File: config.mk
export PLATFORM = sky130hd
export DESIGN_NAME = pc_redirect_unit
export DESIGN_NICKNAME = d
export VERILOG_FILES = /design/src/rtl/pc_redirect_unit_pkg.sv /design/src/rtl/pc_redirect_unit_pc_next_mux.sv /design/src/rtl/pc_redirect_unit.sv
export SDC_FILE = /design/constraint.sdc
export NUM_CORES = 1
export LEC_CHECK = 0
export ABC_AREA = 1
export ABC_CLOCK_PERIOD_IN_PS = 5150
export BUFFER_PORTS_ARGS = -buffer_cell sky130_fd_sc_hd__buf_2
export CAP_MARGIN = 20
export CORE_ASPECT_RATIO = 1.75
export CORE_MARGIN = 2
export CORE_UTILIZATION = 35
export DETAILED_ROUTE_END_ITERATION = 7
export GPL_TIMING_DRIVEN = 0
export HOLD_SLACK_MARGIN = 0.12
export MAX_ROUTING_LAYER = met4
export PLACE_DENSITY = 0.65
export SLEW_MARGIN = 20
export SYNTH_ARGS = -nofsm -noshare
export SYNTH_HDL_FRONTEND = slang
export SYNTH_SLANG_ARGS = --single-unit
export TNS_END_PERCENT = 50
File: constraint.sdc
create_clock -name clk -period 5.15 [get_ports clk]
set_input_delay 0.515 -clock clk [delete_from_list [all_inputs] [get_ports clk]]
set_output_delay 0.515 -clock clk [all_outputs]
set_load 0.02 [all_outputs]
File: src/rtl/pc_redirect_unit_pkg.sv
// pc_redirect_unit_pkg: shared PC word type, reset vector and next-PC source encoding
package pc_redirect_unit_pkg;
    typedef logic [31:0] word_t;
    localparam word_t PC_RESET_VEC = 32'hBFC0_0000;
    typedef enum logic [2:0] {PC_SEQ, PC_EXC, PC_BRANCH, PC_JR, PC_JUMP, PC_PENDING} pc_src_t;
endpackage

File: src/rtl/pc_redirect_unit_pc_next_mux.sv
// pc_next_mux: combinational priority select of the next fetch PC and its source
module pc_next_mux
    import pc_redirect_unit_pkg::*;
(
    input  logic    exception_i,
    input  word_t   pcexception_i,
    input  logic    branch_taken_i,
    input  word_t   pcbranch_i,
    input  logic    jr_i,
    input  word_t   pcjr_i,
    input  logic    jump_i,
    input  word_t   pcjump_i,
    input  logic    pending_valid_i,
    input  word_t   pending_pc_i,
    input  word_t   pcplus4_i,
    output word_t   next_pc_o,
    output pc_src_t src_o
);
    // exception > branch > jr > jump > buffered redirect > sequential
    always_comb begin
        src_o     = exception_i     ? PC_EXC     :
                    branch_taken_i  ? PC_BRANCH  :
                    jr_i            ? PC_JR      :
                    jump_i          ? PC_JUMP    :
                    pending_valid_i ? PC_PENDING : PC_SEQ;
        next_pc_o = exception_i     ? pcexception_i :
                    branch_taken_i  ? pcbranch_i    :
                    jr_i            ? pcjr_i        :
                    jump_i          ? pcjump_i      :
                    pending_valid_i ? pending_pc_i  : pcplus4_i;
    end
endmodule

File: src/rtl/pc_redirect_unit.sv
// pc_redirect_unit: fetch PC register with stall-safe redirect buffering (optional PC_ALIGN_CHECK_EN)
module pc_redirect_unit
    import pc_redirect_unit_pkg::*;
#(
    parameter word_t RESET_PC = PC_RESET_VEC,
    parameter int    PC_STEP  = 4
) (
    input  logic        clk,
    input  logic        reset,
    input  logic        stall,
    input  logic        exception,
    input  logic [31:0] pcexception,
    input  logic        branch_taken,
    input  logic [31:0] pcbranchD,
    input  logic        jr,
    input  logic [31:0] pcjrD,
    input  logic        jump,
    input  logic [31:0] pcjumpD,
    output logic [31:0] pcF,
    output logic [31:0] pcplus4F,
    output logic        pending,
    output logic        redirected,
    output logic        pc_misaligned
);
    word_t   pc_q, pending_pc_q, pc_d;
    logic    pending_valid_q, redirected_q;
    pc_src_t src;
    logic    live;

    pc_next_mux u_mux (
        .exception_i     (exception),
        .pcexception_i   (pcexception),
        .branch_taken_i  (branch_taken),
        .pcbranch_i      (pcbranchD),
        .jr_i            (jr),
        .pcjr_i          (pcjrD),
        .jump_i          (jump),
        .pcjump_i        (pcjumpD),
        .pending_valid_i (pending_valid_q),
        .pending_pc_i    (pending_pc_q),
        .pcplus4_i       (pcplus4F),
        .next_pc_o       (pc_d),
        .src_o           (src)
    );

    assign live       = (src == PC_BRANCH) || (src == PC_JR) || (src == PC_JUMP);
    assign pcF        = pc_q;
    assign pcplus4F   = pc_q + word_t'(PC_STEP);
    assign pending    = pending_valid_q;
    assign redirected = redirected_q;

    // exceptions bypass the stall; decode redirects seen while stalled are parked until release
    always_ff @(posedge clk or negedge reset) begin
        if (!reset) begin
            pc_q            <= RESET_PC;
            pending_valid_q <= 1'b0;
            pending_pc_q    <= '0;
            redirected_q    <= 1'b0;
        end else if (exception || !stall) begin
            pc_q            <= pc_d;
            pending_valid_q <= 1'b0;
            redirected_q    <= src != PC_SEQ;
        end else begin
            redirected_q    <= 1'b0;
            if (live) begin
                pending_valid_q <= 1'b1;
                pending_pc_q    <= pc_d;
            end
        end
    end

`ifdef PC_ALIGN_CHECK_EN
    logic misaligned_q;
    // alignment flag tracks the PC loaded in the same update
    always_ff @(posedge clk or negedge reset) begin
        if (!reset) misaligned_q <= 1'b0;
        else if (exception || !stall) misaligned_q <= pc_d[1:0] != 2'b00;
    end
    assign pc_misaligned = misaligned_q;
`else
    assign pc_misaligned = 1'b0;
`endif

    // decode redirect sources are mutually exclusive by protocol
    assert property (@(posedge clk) disable iff (!reset) $onehot0({branch_taken, jr, jump}));
endmodule

==> flow_metrics.tcl <==
set metrics [dict create \
    grt_util_all_layers_pct 25.9 \
    cts_setup_buffers 0 \
    synthArstFlopShare_pct 100 \
    p_int_mw 1.24 \
    clock-root-buffer "clkbuf_16" \
    clock_skew_ps 6.73 \
    htreeDepth 3 \
    path_clk_slew_ps 60 \
    drive_gt1_share_pct 30.6 \
    io_buffers 198 \
    setup_viol 0 \
    n_antenna_cell 0 \
    setup-tns-final_ps 0 \
    grt_overflow 0 \
    r2r-start "pcF[2]" \
    final_cells 1201 \
    drt_wl_total_um 19400 \
    slew_violations 0 \
    yosysWarnings 0 \
    critPathMaxFanout 4 \
    vias 5863 \
    synth_top_area_share_pct 29.6 \
    peakVddDrop_mv 0.183 \
    hold_buffers 0 \
    setup_slack_ps 2590 \
    post-route-min-period_ps 2560 \
    synth.area.top_cells "nand2_1, dfrtp_1, nor2_1" \
    clkPwrFrac_pct 35.1 \
    rr_worst_depth 16 \
    clock.fmax_mhz 390 \
    clkLatencyLatePin_ps 340 \
    viasPerCell 4.88 \
    ant_nets 0 \
    p_sw_uw 662 \
    critPathArrivalTime_ps 2050 \
    detail_route.first_pass.iterations 5 \
    grt_pass1_wl_um 29400 \
    hold_violations 0 \
    syn-instance-count 806 \
    wl_per_cell_um 16.1 \
    pre_cts_slack_ps 2720 \
    power_mw 1.90 \
    status "completed" \
    p_per_area_nw_per_um2 281 \
    ios 202 \
    numCtsBuffers 9 \
    dieArea_um2 15900 \
    synth-edff-count 0 \
    timing.rr.end "pending_pc_q[28]" \
    synthFlopType "dfrtp_1" \
    start_util_pct 36.0 \
    yosysSeqAreaShare_pct 32.0 \
    die-height_um 165 \
    drt_iter0_drc 336 \
    drv_cap 0 \
    yosys.area.top_type "nand2_1" \
    slew_headroom_pct 49.3 \
    ys_ff_latch 66 \
    cts_tree "built" \
    power.share.combinational_pct 29.3 \
    start_kind "flop" \
    rows 58 \
    seqPwrFrac_pct 35.6 \
    grt_max_degree 35 \
    syn_avg_cell_area_um2 6.44 \
    grt_pass1_vias 5568 \
    syn_nets 942 \
    syn_to_final_growth_pct 30.0 \
    min_path_type "in2async" \
    cts_resized 0 \
    antenna_found_initial 0 \
    crit_required_ps 4640 \
    rsz0062_at_grt "no" \
    gp_congestion 0.951 \
    r2r_slack_ps 3060 \
    worstMarginPinSlew_ps 761 \
    cts_sinks 66 \
    post-route-period-util_pct 49.8 \
    crit_type "reg2out" \
    total_leakage_power_nw 3.67 \
    cts_buffer_depth 2 \
    synth.distinct_cells 37 \
    nNetsFinal 1152 \
    drc 0 \
    synth_area_um2 5190 \
    die_w_um 96.1 \
    p_sw_share_pct 34.9 \
    core-area_um2 14400 \
    worst_setup_path_end_kind "primary output" \
    place_inst 1185 \
    dp.final_hpwl_um 15600 \
]
## final cells by class
| type | count | area (um2) |
|---|---|---|
| Fill cell | 1548 | 7690 |
| Inverter | 28 | 105 |
| Sequential cell | 66 | 1660 |
| Tap cell | 180 | 225 |
| Clock inverter | 5 | 77.6 |
| Timing Repair Buffer | 199 | 1010 |
| Clock buffer | 11 | 243 |
| Buffer | 44 | 280 |
| Multi-Input combinational cell | 668 | 3140 |
## cells in the final DEF (no fill, tap or decap), drive strengths merged, types with 2 or more instances in the layout
cell type	netlist	final
xor2	10	10
xnor2	5	5
buf	16	215
clkbuf	24	35
nor2	103	103
or2	21	21
dfstp	9	9
a31oi	6	6
o21ai	24	24
inv	28	28
nand2	424	424
and2	5	5
o211ai	4	4
a221oi	23	23
a22o	3	3
dlygate4sd1	3	3
clkinv	0	2
dfrtp	57	57
a21oi	12	12
nand3b	6	6
nand4	3	3
nand3	17	17
bufinv	0	2
## sequential cells by signal, indices dropped and copies added, names as in the netlist
| signal | flops |
|---|---|
| pending_pc_q | 32 |
| redirected | 1 |
| pending | 1 |
| pcF | 32 |
## critical path, cell delays in order, from the launching register on
cell and delay, ps:
dfrtp_1 430, ha_1 240, nand3_1 160, nor2_1 210, nand2_1 160, xnor2_1 290, buf_2 230
## through the flow
| stage | hold WS, ps | cell area [um2] | util [%] |
|---|---|---|---|
| floorplan | 219 | 5190 | - |
| global placement | 463 | 6410 | 44.4 |
| detailed placement | 465 | 6430 | 44.5 |
| CTS | 131 | 6750 | 46.8 |
| global route | 152 | 6750 | 46.8 |
| finish | 118 | 6750 | 46.8 |
## worst max-delay path by stage
stage | start | endpoint | slack, ps | cells after the start
floorplan | pcF[3] | pcF[12] | 3090 | 13
global placement | exception | pcF[16] | 2740 | 7
detailed placement | exception | pending_pc_q[16] | 2720 | 7
CTS | pcF[2] | pcplus4F[12] | 2570 | 6
global route | pcF[3] | pcplus4F[28] | 2430 | 8
finish | pcF[2] | pcplus4F[12] | 2590 | 6
## metal layers
layer	vias to the layer above	routed length (um)	GRT usage [%]	part of all wire, %
met5	-	0	-	0
li1	2952	-	-	-
met1	2675	6990	27.2	36
met2	205	10700	48.4	55
met4	0	645	10.0	3.3
met3	31	1030	2.77	5.3
## logic make-up (layout without fill, tap and decap cells)
family          after synthesis  count (layout)  synth area share [%]
fa+ha+maj                     1               1                 0.241
simple gates                579             579                  47.6
buf+inv                      72             287                  7.42
xor+xnor                     15              15                  3.40
other cells                   1               1                0.0722
compound gates               72              72                  9.23
flops                        66              66                  32.0
## cells in the mapped netlist, types with 3 or more instances
| cell type | count |
|---|---|
| nand3b_1 | 6 |
| clkbuf_1 | 18 |
| clkbuf_8 | 6 |
| inv_1 | 21 |
| nand3_1 | 17 |
| nand2_2 | 12 |
| xor2_1 | 4 |
| nor2_1 | 84 |
| nand4_1 | 3 |
| buf_4 | 3 |
| inv_2 | 7 |
| nor2_2 | 6 |
| dlygate4sd1_1 | 3 |
| nand2_4 | 3 |
| o21ai_0 | 20 |
| nor2_4 | 11 |
| a21oi_1 | 11 |
| a22o_1 | 3 |
| nand2_1 | 409 |
| o21ai_1 | 4 |
| dfstp_2 | 9 |
| buf_2 | 10 |
| xnor2_1 | 5 |
| dfrtp_1 | 57 |
| xor2_2 | 6 |
| or2_2 | 21 |
| a31oi_1 | 6 |
| and2_1 | 5 |
| o211ai_1 | 4 |
| a221oi_1 | 23 |
## power by group through the flow
stage               logic (mW)  registers (mW)  clock network, mW
finish                   0.556           0.675              0.667
global route             0.617           0.686              0.692
detailed placement       0.558           0.683                  0
floorplan                0.312           0.701                  0
CTS                      0.561           0.675              0.671
global placement         0.552           0.682                  0
No activity file was read; power rests on OpenSTA's default activity.
